`src/rtl/ofdm_cp_remover_pkg.sv`:
```
// Shared OFDM types and default dimensions for the CP remover and its neighbours.
package ofdm_cp_remover_pkg;

  typedef enum logic [1:0] {
    DISCARD = 2'd0,
    PASS    = 2'd1,
    TAIL    = 2'd2,
    PAD     = 2'd3
  } state_t;

  typedef struct packed {
    logic [15:0] i;
    logic [15:0] q;
  } sample_t;

  localparam int DEF_SYMBOL_LEN      = 64;
  localparam int DEF_CP_LEN          = 16;
  localparam int DEF_CP_ADVANCE      = 4;
  localparam int DEF_MAX_NUM_SYMBOLS = 512;

endpackage

```
`src/rtl/ofdm_cp_counter.sv`:
```
// Symbol-position counter: counts accepted samples 0..TOTAL-1 and wraps at symbol end.
// A frame-last sample anywhere but the final position restarts the count and flags truncation.
module ofdm_cp_counter #(
  parameter int TOTAL = 80,
  parameter int CW    = $clog2(TOTAL)
) (
  input  logic          clk,
  input  logic          reset,
  input  logic          i_adv,
  input  logic          i_last,
  output logic [CW-1:0] o_cnt,
  output logic          o_wrap,
  output logic          o_trunc
);

  logic [CW-1:0] r_cnt;

  always_ff @(posedge clk or posedge reset) begin
    if (reset) begin
      r_cnt <= '0;
    end else if (i_adv) begin
      if (i_last || o_wrap) begin
        r_cnt <= '0;
      end else begin
        r_cnt <= r_cnt + CW'(1);
      end
    end
  end

  assign o_cnt   = r_cnt;
  assign o_wrap  = (r_cnt == CW'(TOTAL - 1));
  assign o_trunc = i_last & ~o_wrap;

endmodule

```
`src/rtl/ofdm_cp_remover.sv`:
```
// Strips the cyclic prefix from each OFDM symbol and emits SYMBOL_LEN-sample packets, zero-padding truncated frames.
// One registered output stage (1-cycle latency); input stalls only while retaining samples or padding.
module ofdm_cp_remover
  import ofdm_cp_remover_pkg::*;
#(
  parameter int SYMBOL_LEN      = DEF_SYMBOL_LEN,
  parameter int CP_LEN          = DEF_CP_LEN,
  parameter int CP_ADVANCE      = DEF_CP_ADVANCE,
  parameter int MAX_NUM_SYMBOLS = DEF_MAX_NUM_SYMBOLS
) (
  input  logic                                 clk,
  input  logic                                 reset,
  input  logic [31:0]                          i_tdata,
  input  logic                                 i_tlast,
  input  logic                                 i_tvalid,
  output logic                                 i_tready,
  output logic [31:0]                          o_tdata,
  output logic                                 o_tlast,
  output logic                                 o_eof,
  output logic                                 o_tvalid,
  input  logic                                 o_tready,
  output logic [$clog2(MAX_NUM_SYMBOLS+1)-1:0] o_sym_index,
  output logic                                 o_short_frame
);

  localparam int TOTAL    = CP_LEN + SYMBOL_LEN;
  localparam int DISC_LEN = CP_LEN - CP_ADVANCE;
  localparam int CW       = $clog2(TOTAL);
  localparam int PW       = $clog2(SYMBOL_LEN);
  localparam int SW       = $clog2(MAX_NUM_SYMBOLS + 1);

  if (CP_ADVANCE < 0 || CP_ADVANCE >= CP_LEN) begin : g_bad_cp_advance
    $error("ofdm_cp_remover: CP_ADVANCE must lie in 0..CP_LEN-1");
  end

  state_t          r_state;
  state_t          w_state_nxt;
  sample_t         r_tdata;
  logic            r_tvalid;
  logic            r_tlast;
  logic            r_eof;
  logic            r_short;
  logic [PW-1:0]   r_pcnt;
  logic [SW-1:0]   r_sym_index;

  logic            w_ld;
  logic            w_in_rdy;
  logic            w_accept;
  logic [CW-1:0]   w_cnt;
  logic            w_wrap;
  logic            w_trunc;
  logic            w_pass_last;
  logic            w_load;
  logic            w_load_zero;
  logic            w_load_vld;
  logic            w_load_tlast;
  logic            w_load_eof;
  logic            w_reveal;
  logic            w_reveal_eof;
  logic            w_short;

  assign w_ld        = ~r_tvalid | o_tready;
  assign w_accept    = i_tvalid & w_in_rdy;
  assign w_pass_last = (r_pcnt == PW'(SYMBOL_LEN - 1));

  ofdm_cp_counter #(
    .TOTAL (TOTAL),
    .CW    (CW)
  ) u_counter (
    .clk     (clk),
    .reset   (reset),
    .i_adv   (w_accept),
    .i_last  (i_tlast),
    .o_cnt   (w_cnt),
    .o_wrap  (w_wrap),
    .o_trunc (w_trunc)
  );

  always_ff @(posedge clk or posedge reset) begin
    if (reset) begin
      r_state <= DISCARD;
    end else begin
      r_state <= w_state_nxt;
    end
  end

  always_comb begin
    w_state_nxt  = r_state;
    w_in_rdy     = 1'b0;
    w_load       = 1'b0;
    w_load_zero  = 1'b0;
    w_load_vld   = 1'b0;
    w_load_tlast = 1'b0;
    w_load_eof   = 1'b0;
    w_reveal     = 1'b0;
    w_reveal_eof = 1'b0;
    w_short      = 1'b0;
    case (r_state)
      DISCARD: begin
        w_in_rdy = 1'b1;
        if (i_tvalid) begin
          if (w_trunc) begin
            w_state_nxt = PAD;
            w_short     = 1'b1;
          end else if (w_cnt == CW'(DISC_LEN - 1)) begin
            w_state_nxt = PASS;
          end
        end
      end
      PASS: begin
        w_in_rdy = w_ld;
        if (i_tvalid && w_ld) begin
          w_load     = 1'b1;
          w_load_vld = 1'b1;
          if (w_pass_last) begin
            w_load_tlast = 1'b1;
            if (w_wrap || i_tlast) begin
              w_load_eof  = i_tlast;
              w_state_nxt = DISCARD;
            end else begin
              // Frame end is only known once the tail arrives, so the closing sample waits there.
              w_load_vld  = 1'b0;
              w_state_nxt = TAIL;
            end
          end else if (w_trunc) begin
            w_state_nxt = PAD;
            w_short     = 1'b1;
          end
        end
      end
      TAIL: begin
        w_in_rdy = 1'b1;
        if (i_tvalid && (w_wrap || i_tlast)) begin
          w_reveal     = 1'b1;
          w_reveal_eof = i_tlast;
          w_state_nxt  = DISCARD;
        end
      end
      PAD: begin
        if (w_ld) begin
          w_load      = 1'b1;
          w_load_zero = 1'b1;
          w_load_vld  = 1'b1;
          if (w_pass_last) begin
            w_load_tlast = 1'b1;
            w_load_eof   = 1'b1;
            w_state_nxt  = DISCARD;
          end
        end
      end
      default: w_state_nxt = DISCARD;
    endcase
  end

  always_ff @(posedge clk or posedge reset) begin
    if (reset) begin
      r_tdata     <= '0;
      r_tvalid    <= 1'b0;
      r_tlast     <= 1'b0;
      r_eof       <= 1'b0;
      r_short     <= 1'b0;
      r_pcnt      <= '0;
      r_sym_index <= '0;
    end else begin
      r_short <= w_short;
      if (w_load) begin
        r_tdata  <= w_load_zero ? '0 : sample_t'(i_tdata);
        r_tvalid <= w_load_vld;
        r_tlast  <= w_load_tlast;
        r_eof    <= w_load_eof;
        r_pcnt   <= w_load_tlast ? '0 : r_pcnt + PW'(1);
      end else if (w_reveal) begin
        r_tvalid <= 1'b1;
        r_eof    <= w_reveal_eof;
      end else if (o_tready) begin
        r_tvalid <= 1'b0;
      end
      // Index advances only once the symbol's last sample has left, so it is stable across the packet.
      if (r_tvalid && o_tready && r_tlast) begin
        r_sym_index <= r_eof ? '0 : r_sym_index + SW'(1);
      end
    end
  end

  assign i_tready      = w_in_rdy;
  assign o_tdata       = r_tdata;
  assign o_tvalid      = r_tvalid;
  assign o_tlast       = r_tlast;
  assign o_eof         = r_eof;
  assign o_sym_index   = r_sym_index;
  assign o_short_frame = r_short;

endmodule

```
`config.mk`:
```
export PLATFORM = sky130hd
export DESIGN_NAME = ofdm_cp_remover
export DESIGN_NICKNAME = d
export VERILOG_FILES = /design/src/rtl/ofdm_cp_remover_pkg.sv /design/src/rtl/ofdm_cp_counter.sv /design/src/rtl/ofdm_cp_remover.sv
export SDC_FILE = /design/constraint.sdc
export NUM_CORES = 1
export LEC_CHECK = 0
export CAP_MARGIN = 0
export CORE_MARGIN = 2
export CORE_UTILIZATION = 47
export DETAILED_ROUTE_END_ITERATION = 16
export GPL_TIMING_DRIVEN = 1
export PLACE_DENSITY = 0.83
export SLEW_MARGIN = 15
export SYNTH_ARGS = -nofsm -noshare
export SYNTH_HDL_FRONTEND = slang
export SYNTH_SLANG_ARGS = --single-unit
```
`constraint.sdc`:
```
create_clock -name clk -period 2.7 [get_ports clk]
set_clock_uncertainty 0.2 [all_clocks]
set_input_delay 0.27 -clock clk [delete_from_list [all_inputs] [get_ports clk]]
set_output_delay 0.27 -clock clk [all_outputs]
set_load 0.05 [all_outputs]
```
==> impl_metrics.ini <==
[outcome]
status = finished clean

[sta]
worst_pin_slew_ps = 985.5
clock.fmax_mhz = 422.0
rsz0062_at_grt = no
hold_viol = 0
period_share_pct = 87.77
slew_headroom_pct = 33.94
setup_viol = 0
period_minus_slack_ps = 2370
setup_slack_ps = 330.3
final.setup.tns_ps = 0
slew_viol_final = 0

[route]
postRouteAntennaNets = 0
drt-total-wl_microns = 6545
route.detailed.wl_per_inst_microns = 14.35
drc = 0
drtIter0Drc = 119
post_drt_via_cell_ratio = 5.480
dr.pass1.iters = 4
vias = 2499

[clocking]
cts_tree = yes
hold_buffers = 0
cts_sinks = 61
cts_buffer_depth = 2
post-cts-setup-buffers = 0
clock_latency_ps = 330
numCtsBuffers = 9
ctsResizeCount = 0
ctsHtreeMaxLevel = 3
clkSlewWorstSetupHoldPaths_ps = 70
ctsRootBufferMaster = clkbuf_8

[yosys]
synth-edff-count = 0
synth_ff_type = dfrtp_1
ys_ff_latch = 61
synth_adder_area_share_pct = 1.325
synthDistinctLibCells = 47
synth_top_family_by_area = compound AO/OA/AOI/OAI gates
synth_mux_area_share_pct = 0
synth_top_area_cell = dfrtp_1
syn_inst = 293
synth-simple-area-share_pct = 19.21
synth-xor-area-share_pct = 2.472
seq_area_frac_synth_pct = 53.86
ys_warn_count = 0
synth_compound_area_share_pct = 19.38
synth_area_leaders = dfrtp_1 54%, nand2_1 7.4%, a22o_1 4.9%, a21oi_1 4.1%, o21ai_0 3.4%
syn_area_sq_um = 2834
synth_fp_nets = 333
async_flop_share_pct = 100.0
avgSynthCellArea_sq_um = 9.672
synth_top_area_share_pct = 53.86

[place]
port_buffers = 83
post-place-ws_ps = 209.0
gp_congestion = 0.8193
place_hpwl_microns = 4540

[die]
die_h_microns = 81.65
ioPinCount = 84
core_sq_um = 5886
dieArea_sq_um = 6667
die_w_microns = 81.65
placementRows = 28
start_util_pct = 48.15

[global_routing]
grt_pass1_vias = 2329
grt-ovfl-total = 0
grt_max_degree = 62
gr-usage-all-layers_pct = 20.81
grt_pass1_wl_microns = 10700
grt_antenna_before_repair = 0

[worst_setup_path]
crit_type = in -> out
crit_path_max_fanout = 11
r2r-start = o_tvalid
required_ps = 2230
critPathArrivalTime_ps = 1900
cp-end-kind = output pin
cp-start-kind = primary input
critPathLaunch = o_tready

[cells_and_area]
diodes = 0
final_cell_mix = 82 x clkdlybuf4s50_1, 61 x dfrtp_1, 56 x nand2_1
drive_gt1_share_pct = 8.136
final_common_cell = clkdlybuf4s50_1
final_nets = 416
area_delta_synth_final_pct = 39.82
utilization_pct = 67.33

[run]
maxCapViolations = 0

[power_and_ir_drop]
leakagePower_uw = 0.001657
p_per_area_nw_per_um2 = 898.6
irDropWorstVdd_mv = 0.4305

[hold_path]
worstHoldPathType = in -> async
-- layout make-up --
class                           count  area (sq um)
Sequential cell                    61          1526
Clock inverter                      7         98.84
Timing Repair Buffer               88         878.3
Clock buffer                        9         123.9
Inverter                            9         33.78
Fill cell                         454          1923
Multi-Input combinational cell    207          1207
Tap cell                           75         93.84
-- where the power goes --
group / internal [uW] / total [uW] / switching, uW / leakage [uW]
Combinational: 484 / 1340 / 859 / 0.000735
Clock: 524 / 895 / 371 / 0.000110
Sequential: 1110 / 1320 / 210 / 0.000812
Total: 2120 / 3560 / 1440 / 0.00166
-- critical path, cell delays in order --
cell and delay (ps):
clkdlybuf4s50_1 450, nor2b_1 710, o21ai_0 220, buf_4 240
-- routing by layer --
metal | routed length, microns | track usage [%] | up-vias
li1 | - | - | 1216
met1 | 2904 | 28.08 | 1212
met2 | 3234 | 33.11 | 63
met3 | 324 | 3.956 | 8
met4 | 80 | 8.667 | 0
met5 | 0 | 0 | -
-- final timing paths --
path                                  end  slack, ps  depth (start not counted)
min in group clk               o_tdata[7]        280                          3
max reg2reg                   o_tdata[23]        530                          4
max                              i_tready        330                          4
min reg2reg                   o_tdata[22]        300                          1
min                        o_sym_index[4]        110                          3
max in group asynchronous      r_state[0]       1920                          3
-- sequential cells by signal, summed over array words and instances (netlist names) --
| signal | cells |
|---|---|
| r_state | 2 |
| r_pcnt | 6 |
| o_eof | 1 |
| o_short_frame | 1 |
| u_counter.o_cnt | 7 |
| o_tvalid | 1 |
| o_sym_index | 10 |
| o_tdata | 32 |
| o_tlast | 1 |
-- cell usage after synthesis (2+ instances only) --
cell,number
a2111oi_0,2
a211o_1,2
a21oi_1,23
a22o_1,16
a2bb2oi_1,2
a31oi_1,2
and3_1,4
buf_2,7
clkbuf_1,7
dfrtp_1,61
ha_1,3
inv_1,8
nand2_1,56
nand2b_1,3
nand3_1,9
nand4_1,2
nor2_1,11
nor2b_1,5
nor3_1,5
nor3_2,3
nor4_1,5
o211ai_1,2
o21ai_0,19
o21ai_1,2
o31ai_1,2
or3_1,5
xnor2_1,7
-- logic make-up after synthesis --
| group | Yosys count |
|---|---|
| buf+inv | 25 |
| simple gates | 113 |
| flops | 61 |
| xor+xnor | 8 |
| compound gates | 83 |
| fa+ha+maj | 3 |
-- stage by stage --
step	hold slack (ps)	std cells	power (uW)	instance area (sq um)
detailed placement	285.3	440	2680	3740
CTS	125.9	456	3583	3963
floorplan	200.8	293	2232	2834
global route	147.2	456	3769	3963
finish	114.7	456	3561	3963
global placement	274.2	440	2643	3740
Note: power is estimated with default switching activity, not from simulation.
